**config.mk**
```make
export PLATFORM = sky130hd
export DESIGN_NAME = if_prefetch_buffer
export DESIGN_NICKNAME = d
export VERILOG_FILES = /design/src/rtl/if_prefetch_buffer.sv
export SDC_FILE = /design/constraint.sdc
export NUM_CORES = 1
export LEC_CHECK = 0
export ABC_AREA = 1
export BUFFER_PORTS_ARGS = -buffer_cell sky130_fd_sc_hd__buf_2
export CAP_MARGIN = 15
export CORE_UTILIZATION = 60
export DETAILED_ROUTE_END_ITERATION = 8
export PLACE_DENSITY = 0.82
export SYNTH_ARGS = -nofsm -noshare
export SYNTH_HDL_FRONTEND = slang
export SYNTH_SLANG_ARGS = --single-unit
```
**constraint.sdc**
```tcl
create_clock -name clock -period 3.4 [get_ports clock]
set_clock_uncertainty 0.2 [all_clocks]
set_input_delay 0.51 -clock clock [delete_from_list [all_inputs] [get_ports clock]]
set_output_delay 0.51 -clock clock [all_outputs]
set_load 0.02 [all_outputs]
```
**src/rtl/if_prefetch_buffer.sv**
```systemverilog
// ---------------------------------------------------------------------------
// if_prefetch_buffer
//   Instruction prefetch stage sitting in front of ID in the 16-bit pipeline.
//   Fetches one word at a time from instruction memory (at most one request
//   outstanding), queues returned words together with their PC+2 tag in a
//   small FIFO and hands them to ID over a valid/ready handshake. A taken
//   branch/jump from MEM redirects fetch, flushes the queue and discards the
//   response that is still in flight.
//
// Ports
//   clock, reset_n         rising-edge clock, asynchronous active-low reset
//   redirect, redirect_addr  PCSrc from MEM and the new fetch target
//   imem_req, imem_addr    fetch request and its byte address
//   imem_ready             memory accepts the request this cycle
//   imem_rvalid, imem_rdata  read response
//   id_valid, id_ready     FIFO head handshake toward ID
//   id_instr, id_pc4       head instruction and head address + 2 (0 if empty)
//   count                  number of occupied FIFO entries
//
// Configuration
//   PREFETCH_PERF_CNT_EN   when defined, adds saturating counters
//                          perf_fetched (words queued) and perf_dropped
//                          (responses discarded by a redirect).
// ---------------------------------------------------------------------------
module if_prefetch_buffer #(
    parameter int unsigned        DATA_W   = 16,
    parameter int unsigned        ADDR_W   = 16,
    parameter int unsigned        DEPTH    = 4,
    parameter logic [ADDR_W-1:0]  RESET_PC = '0
) (
    input  logic                       clock,
    input  logic                       reset_n,
    input  logic                       redirect,
    input  logic [ADDR_W-1:0]          redirect_addr,
    output logic                       imem_req,
    output logic [ADDR_W-1:0]          imem_addr,
    input  logic                       imem_ready,
    input  logic                       imem_rvalid,
    input  logic [DATA_W-1:0]          imem_rdata,
    output logic                       id_valid,
    input  logic                       id_ready,
    output logic [DATA_W-1:0]          id_instr,
    output logic [ADDR_W-1:0]          id_pc4,
    output logic [$clog2(DEPTH):0]     count
`ifdef PREFETCH_PERF_CNT_EN
    ,
    output logic [15:0]                perf_fetched,
    output logic [15:0]                perf_dropped
`endif
);

    localparam int unsigned PTR_W = $clog2(DEPTH);
    localparam int unsigned CW    = PTR_W + 1;
    localparam logic [CW-1:0] DEPTH_C = CW'(DEPTH);

    logic [ADDR_W-1:0] fetch_pc_q, fetch_pc_d;
    logic [ADDR_W-1:0] tag_pc4_q,  tag_pc4_d;
    logic              outstanding_q, outstanding_d;
    logic              discard_q,     discard_d;
    logic [PTR_W-1:0]  wptr_q, wptr_d;
    logic [PTR_W-1:0]  rptr_q, rptr_d;
    logic [CW-1:0]     count_q, count_d;

    logic [DATA_W-1:0] instr_mem_q [DEPTH];
    logic [ADDR_W-1:0] pc4_mem_q   [DEPTH];

    logic accept;
    logic resp;
    logic push;
    logic pop;
    logic drop;

    // A request is only raised while a FIFO slot is free; since only one
    // request can be in flight, the eventual push can never overflow.
    always_comb begin
        imem_req = reset_n & ~outstanding_q & ~redirect & (count_q < DEPTH_C);
        accept   = imem_req & imem_ready;
        resp     = imem_rvalid & outstanding_q;
        push     = resp & ~discard_q & ~redirect;
        drop     = resp & (discard_q | redirect);
        pop      = (count_q != '0) & id_ready & ~redirect;
    end

    always_comb begin
        fetch_pc_d    = fetch_pc_q;
        tag_pc4_d     = tag_pc4_q;
        outstanding_d = outstanding_q;
        discard_d     = discard_q;
        wptr_d        = wptr_q;
        rptr_d        = rptr_q;
        count_d       = count_q;

        if (redirect) begin
            fetch_pc_d = redirect_addr;
            wptr_d     = '0;
            rptr_d     = '0;
            count_d    = '0;
            // A response arriving in the redirect cycle retires the request
            // here; otherwise the still-pending response must be thrown away.
            if (outstanding_q) begin
                if (imem_rvalid) begin
                    outstanding_d = 1'b0;
                    discard_d     = 1'b0;
                end else begin
                    discard_d     = 1'b1;
                end
            end
        end else begin
            if (accept) begin
                tag_pc4_d     = fetch_pc_q + ADDR_W'(2);
                fetch_pc_d    = fetch_pc_q + ADDR_W'(2);
                outstanding_d = 1'b1;
            end
            if (resp) begin
                outstanding_d = 1'b0;
                discard_d     = 1'b0;
            end
            if (push) wptr_d = wptr_q + PTR_W'(1);
            if (pop)  rptr_d = rptr_q + PTR_W'(1);
            unique case ({push, pop})
                2'b10:   count_d = count_q + CW'(1);
                2'b01:   count_d = count_q - CW'(1);
                default: count_d = count_q;
            endcase
        end
    end

    always_ff @(posedge clock or negedge reset_n) begin
        if (!reset_n) begin
            fetch_pc_q    <= RESET_PC;
            tag_pc4_q     <= '0;
            outstanding_q <= 1'b0;
            discard_q     <= 1'b0;
            wptr_q        <= '0;
            rptr_q        <= '0;
            count_q       <= '0;
            for (int unsigned i = 0; i < DEPTH; i++) begin
                instr_mem_q[i] <= '0;
                pc4_mem_q[i]   <= '0;
            end
        end else begin
            fetch_pc_q    <= fetch_pc_d;
            tag_pc4_q     <= tag_pc4_d;
            outstanding_q <= outstanding_d;
            discard_q     <= discard_d;
            wptr_q        <= wptr_d;
            rptr_q        <= rptr_d;
            count_q       <= count_d;
            if (push) begin
                instr_mem_q[wptr_q] <= imem_rdata;
                pc4_mem_q[wptr_q]   <= tag_pc4_q;
            end
        end
    end

    always_comb begin
        imem_addr = fetch_pc_q;
        count     = count_q;
        id_valid  = (count_q != '0);
        id_instr  = id_valid ? instr_mem_q[rptr_q] : '0;
        id_pc4    = id_valid ? pc4_mem_q[rptr_q]   : '0;
    end

`ifdef PREFETCH_PERF_CNT_EN
    logic [15:0] perf_fetched_q, perf_fetched_d;
    logic [15:0] perf_dropped_q, perf_dropped_d;

    always_comb begin
        perf_fetched_d = perf_fetched_q;
        perf_dropped_d = perf_dropped_q;
        if (push && perf_fetched_q != '1) perf_fetched_d = perf_fetched_q + 16'd1;
        if (drop && perf_dropped_q != '1) perf_dropped_d = perf_dropped_q + 16'd1;
    end

    always_ff @(posedge clock or negedge reset_n) begin
        if (!reset_n) begin
            perf_fetched_q <= '0;
            perf_dropped_q <= '0;
        end else begin
            perf_fetched_q <= perf_fetched_d;
            perf_dropped_q <= perf_dropped_d;
        end
    end

    assign perf_fetched = perf_fetched_q;
    assign perf_dropped = perf_dropped_q;
`else
    logic unused_drop;
    assign unused_drop = drop;
`endif

endmodule

```
==> flow_summary.toml, run 1 <==
[drt]
first_pass_iters = 8
drt_iter0_drc = 677
routed_wl_mm = 18.2
vias = 6670
routed_via_density = 5.50
antenna_left = 0
drcViolationCount = 0
routedWlPerCell_um = 15.0

[clock_network]
clk_pin_slew_ps = 60
clock_latency_ps = 420
cts_buffers = 17
cts_setup_buffers = 0
cts-root-buf = "clkbuf_16"
cts_buffer_depth = 2
htree_num_levels = 4
clock-sinks = 169
cts_tree = "done"
hold_buffers = 0
ctsResizeCount = 0

[worst_setup_path]
worstPathMaxFanout = 19
required_ps = 2690
worst_setup_path_start_kind = "flip-flop"
crit_path_end = "id_pc4[7]"
crit_path_end_kind = "primary output"
critical_path_class = "flip-flop to primary output"
timing.rr.start = "outstanding_q"
crit_start = "rptr_q[1]"
crit_arrival_ps = 2230
r2r-end = "pc4_mem_q[59]"
worstRegToRegCells = 5
rrSetupSlack_ps = 1230

[global_routing]
grt-ovfl-total = 0
grt_max_degree = 170
grt_pass1_wl_mm = 30.0
grtUsageMet2 = 0.471
grt_use_met1 = 0.405
use_met3 = 0.0481
antenna_found_initial = 0
track_usage = 0.292
grt.busiest_layer = "met2"
grt_pass1_vias = 6057

[placement]
place_ws_ps = 918
place.gp.congestion = 0.857
port_buffers = 90
dpl.hpwl_mm = 11.2

[hold_path]
hold_path.class = "input port to async pin"

[timing]
worst_pin_slew_ps = 935
slew_viol_final = 0
finalSetupTns_ps = 0
hold_viol_final = 0
final-setup-viol-count = 0
whs_ps = 24.4
max_slew_margin = 0.376
finalCriticalPeriod_ps = 2940
fmax_ghz = 0.340
worst_slack_ps = 462
fin_crit_sh = 0.864
rsz0062_at_grt = "false"

[layout]
most-common-layout-cells = "232 x nand2_1, 213 x o21ai_0, 168 x dfrtp_1"
seqCellArea_um2 = 4230
antennaDiodeCount = 0
drive_above_1_share = 0.128
mostFrequentLayoutCell = "nand2_1"
syn2layout_area_growth_pct = 14.6
multi_input_area_um2 = 3000
fillerInstances = 1027
final_nets = 1074

[yosys]
synth_edf_count = 0
syn_nets = 1007
synth_seq_area_share = 0.548
async_flop_share = 1.00
synth_cells = 963
yosys_warnings = 0
mappedNetlistArea_um2 = 7720
synthFlopType = "dfrtp_1"
avgSynthCellArea_um2 = 8.02
synth_cell_type_count = 24
ys_ff_latch = 169

[floorplan]
die_h_um = 115
die_x_um = 115
boundaryPins = 91
dieArea_um2 = 13300
initial_core_util = 0.615
core_um2 = 12600
rows = 41

[pwr]
cellLeakagePower_nw = 4.40
powerDensity_nw_per_um2 = 784
peakVddDrop_v = 0.000381
total_power_mw = 6.94

[run_status]
status = "finished, final reports clean"

[run]
cap_violations = 0
-- final cells by class --
cell class | count | area share
flip-flops and latches | 169 | 0.478
multi-input cells | 673 | 0.339
repair buffers | 102 | 0.0660
clock buffers | 28 | 0.0573
inverters | 67 | 0.0284
well taps | 172 | 0.0243
clock inverters | 2 | 0.00679
-- power breakdown --
group | internal (mW) | leakage [nW] | total (mW) | switching (mW)
sequential | 2.48 | 2.25 | 2.77 | 0.297
combinational | 0.740 | 1.87 | 2.29 | 1.55
clock | 1.15 | 0.275 | 1.87 | 0.721
-- worst max-delay path, stage by stage (launching register included) --
cell and delay (ps):
dfrtp_1 360, clkinv_1 400, buf_4 390, nor2_1 120, o21ai_0 80, a21oi_1 240, buf_2 220
-- sequential cells by signal (all words and copies together), names as in the netlist --
name / flops
outstanding_q: 1
imem_addr: 16
discard_q: 1
instr_mem_q: 64
wptr_q: 2
rptr_q: 2
tag_pc4_q: 16
pc4_mem_q: 64
count: 3
-- worst min path at each step --
stage / to / startpoint / slack (ps)
3_3_place_gp: pc4_mem_q[7] / pc4_mem_q[7] / 260
6_report: instr_mem_q[16] / reset_n / 20
4_1_cts: imem_addr[0] / redirect_addr[0] / 90
2_1_floorplan: count[0] / reset_n / 10
3_5_place_dp: instr_mem_q[45] / instr_mem_q[45] / 270
5_1_grt: imem_addr[0] / redirect_addr[0] / 110
-- metal layers --
layer	vias to the layer above	wire [um]
li1	3223	-
met1	3213	8240
met2	208	8850
met3	26	831
met4	0	323
met5	-	0
-- stage by stage --
step | util | area, um^2 | cells
floorplan | - | 7720 | 963
global placement | 0.659 | 8280 | 1183
CTS | 0.704 | 8850 | 1213
detailed placement | 0.659 | 8280 | 1183
finish | 0.704 | 8850 | 1213
global route | 0.704 | 8850 | 1213
-- Yosys cell counts (3+ instances only) --
cell type | instances | area, um^2
nand2_1 | 232 | 871
o21ai_0 | 213 | 1070
dfrtp_1 | 169 | 4230
nor2_1 | 147 | 552
inv_1 | 65 | 244
a21oi_1 | 34 | 170
clkbuf_1 | 22 | 82.6
nand3_1 | 20 | 100
buf_2 | 18 | 90.1
clkbuf_2 | 12 | 60.1
ha_1 | 5 | 62.6
nand4_1 | 5 | 31.3
nand2_2 | 4 | 25.0
o211ai_1 | 3 | 22.5
xor2_1 | 3 | 26.3
-- logic make-up (layout without fill, tap and decap cells) --
kind of cell    Yosys count  in the layout  share of synthesized area
compound gates          252            252                      0.165
flops                   169            169                      0.548
simple gates            410            410                      0.207
buf+inv                 121            199                     0.0637
fa+ha+maj                 6              6                     0.0107
xor+xnor                  5              5                    0.00567
Power figures use the tool's default switching activity.
==> inputs of run 2 (changes only) <==
--- a/config.mk
+++ b/config.mk
@@ -8,9 +8,8 @@
 export ABC_AREA = 1
 export BUFFER_PORTS_ARGS = -buffer_cell sky130_fd_sc_hd__buf_2
 export CAP_MARGIN = 15
-export CORE_UTILIZATION = 60
+export CORE_UTILIZATION = 45
 export DETAILED_ROUTE_END_ITERATION = 8
-export PLACE_DENSITY = 0.82
 export SYNTH_ARGS = -nofsm -noshare
 export SYNTH_HDL_FRONTEND = slang
 export SYNTH_SLANG_ARGS = --single-unit
==> flow_summary.toml, run 2 (same netlist as run 1, synthesis figures left out) <==
[timing]
slew_viol_final = 0
fin_crit_sh = 0.877
finalCriticalPeriod_ps = 2980
fmax_ghz = 0.335
final-setup-viol-count = 0
max_slew_margin = 0.403
hold_viol_final = 0
worst_pin_slew_ps = 895
rsz0062_at_grt = "false"
finalSetupTns_ps = 0

[layout]
drive_above_1_share = 0.137
seqCellArea_um2 = 4230
syn2layout_area_growth_pct = 15.8
mostFrequentLayoutCell = "nand2_1"
fillerInstances = 1622
top_regs = "instr_mem_q x64, pc4_mem_q x64"
final_nets = 1075
multi_input_area_um2 = 3000
antennaDiodeCount = 0
most-common-layout-cells = "232 x nand2_1, 213 x o21ai_0, 168 x dfrtp_1"

[worst_setup_path]
path_cells = "buf_4, nor2_1, nor2_1, o21ai_0, a21oi_1, buf_2"
cp_slowest_stage_delay_ps = 580
worst_setup_path_start_kind = "flip-flop"
worstPathMaxFanout = 65
crit_path_end_kind = "primary output"
crit_arrival_ps = 2270
critical_path_class = "flip-flop to primary output"
required_ps = 2690
crit_top_cell = "nor2_1"
cp_slowest_cell = "buf_4"

[floorplan]
boundaryPins = 91
rows = 47
die_h_um = 133
core_um2 = 16600
dieArea_um2 = 17700
initial_core_util = 0.464
die_x_um = 133

[run]
cap_violations = 0

[pwr]
powerDensity_nw_per_um2 = 781
intPower_mw = 4.35
cellLeakagePower_nw = 4.41
clockPowerShare = 0.275
peakVddDrop_v = 0.000316
total_power_mw = 6.99
seqPwrFrac = 0.396
power_frac_comb = 0.329
power_switching_mw = 2.63
swShare = 0.377

[drt]
antenna_left = 0
drt_iter0_drc = 498
drcViolationCount = 0
routed_via_density = 5.07
first_pass_iters = 5
routed_wl_mm = 19.0
vias = 6411
routedWlPerCell_um = 15.0

[clock_network]
cts-root-buf = "clkbuf_16"
ctsResizeCount = 0
cts_setup_buffers = 0
cts_buffers = 17
cts_tree = "done"
clk_pin_slew_ps = 60
clock-sinks = 169
hold_buffers = 0
clock_latency_ps = 430
htree_num_levels = 4
cts_buffer_depth = 2

[global_routing]
grt_max_degree = 170
antenna_found_initial = 0
grt_pass1_wl_mm = 32.1
track_usage = 0.231
grt_pass1_vias = 6280
grt-ovfl-total = 0

[hold_path]
hold_path.class = "input port to async pin"

[placement]
port_buffers = 90
dpl.hpwl_mm = 11.9
place.gp.congestion = 0.804

[run_status]
status = "finished, final reports clean"
## run 2: layout make-up
type,instances,share of cell area
clock buffers,20,0.0522
well taps,220,0.0308
inverters,67,0.0281
repair buffers,103,0.0662
flip-flops and latches,169,0.473
multi-input cells,673,0.336
clock inverters,12,0.0139
## run 2: through the flow
step	hold WS (ps)	util	cell area, um^2	setup slack, ps	instances
3_5_place_dp	268	0.502	8350	795	1232
2_1_floorplan	14.4	-	7720	1200	963
6_report	90.2	0.537	8940	418	1264
3_3_place_gp	259	0.502	8350	841	1232
5_1_grt	107	0.537	8940	260	1264
4_1_cts	91.2	0.537	8940	460	1264
## run 2: path summary, 6_finish.rpt
| check | slack, ps | startpoint | cells past startpoint | to |
|---|---|---|---|---|
| min in group clock | 100 | redirect_addr[0] | 3 | imem_addr[0] |
| max | 420 | rptr_q[0] | 6 | id_pc4[7] |
| min reg2reg | 280 | instr_mem_q[12] | 2 | instr_mem_q[12] |
| min | 90 | reset_n | 2 | instr_mem_q[32] |
| max in group asynchronous | 2240 | reset_n | 2 | rptr_q[0] |
| max reg2reg | 1080 | outstanding_q | 6 | pc4_mem_q[36] |
## run 2: worst max-delay path: cells and delay by family (launching register included)
| kind | cells | cell delay [ps] |
|---|---|---|
| AOI/OAI and AO/OA | 2 | 410 |
| buffers and inverters | 2 | 810 |
| DFF | 1 | 360 |
| and+or+nand+nor | 2 | 220 |
## run 2: power by group through the flow
stage / combinational (mW) / clock, mW / sequential (mW)
final: 2.30 / 1.92 / 2.76
after global routing: 2.61 / 2.05 / 2.83
after CTS: 2.32 / 1.97 / 2.76
after detailed placement: 2.32 / 0 / 2.79
after global placement: 2.30 / 0 / 2.79
after floorplan: 1.53 / 0 / 2.76
## run 2: routing by layer
layer	GRT usage	share of wire
met1	0.325	0.49
met2	0.357	0.46
met3	0.0533	0.033
met4	0.0696	0.015
met5	0	0
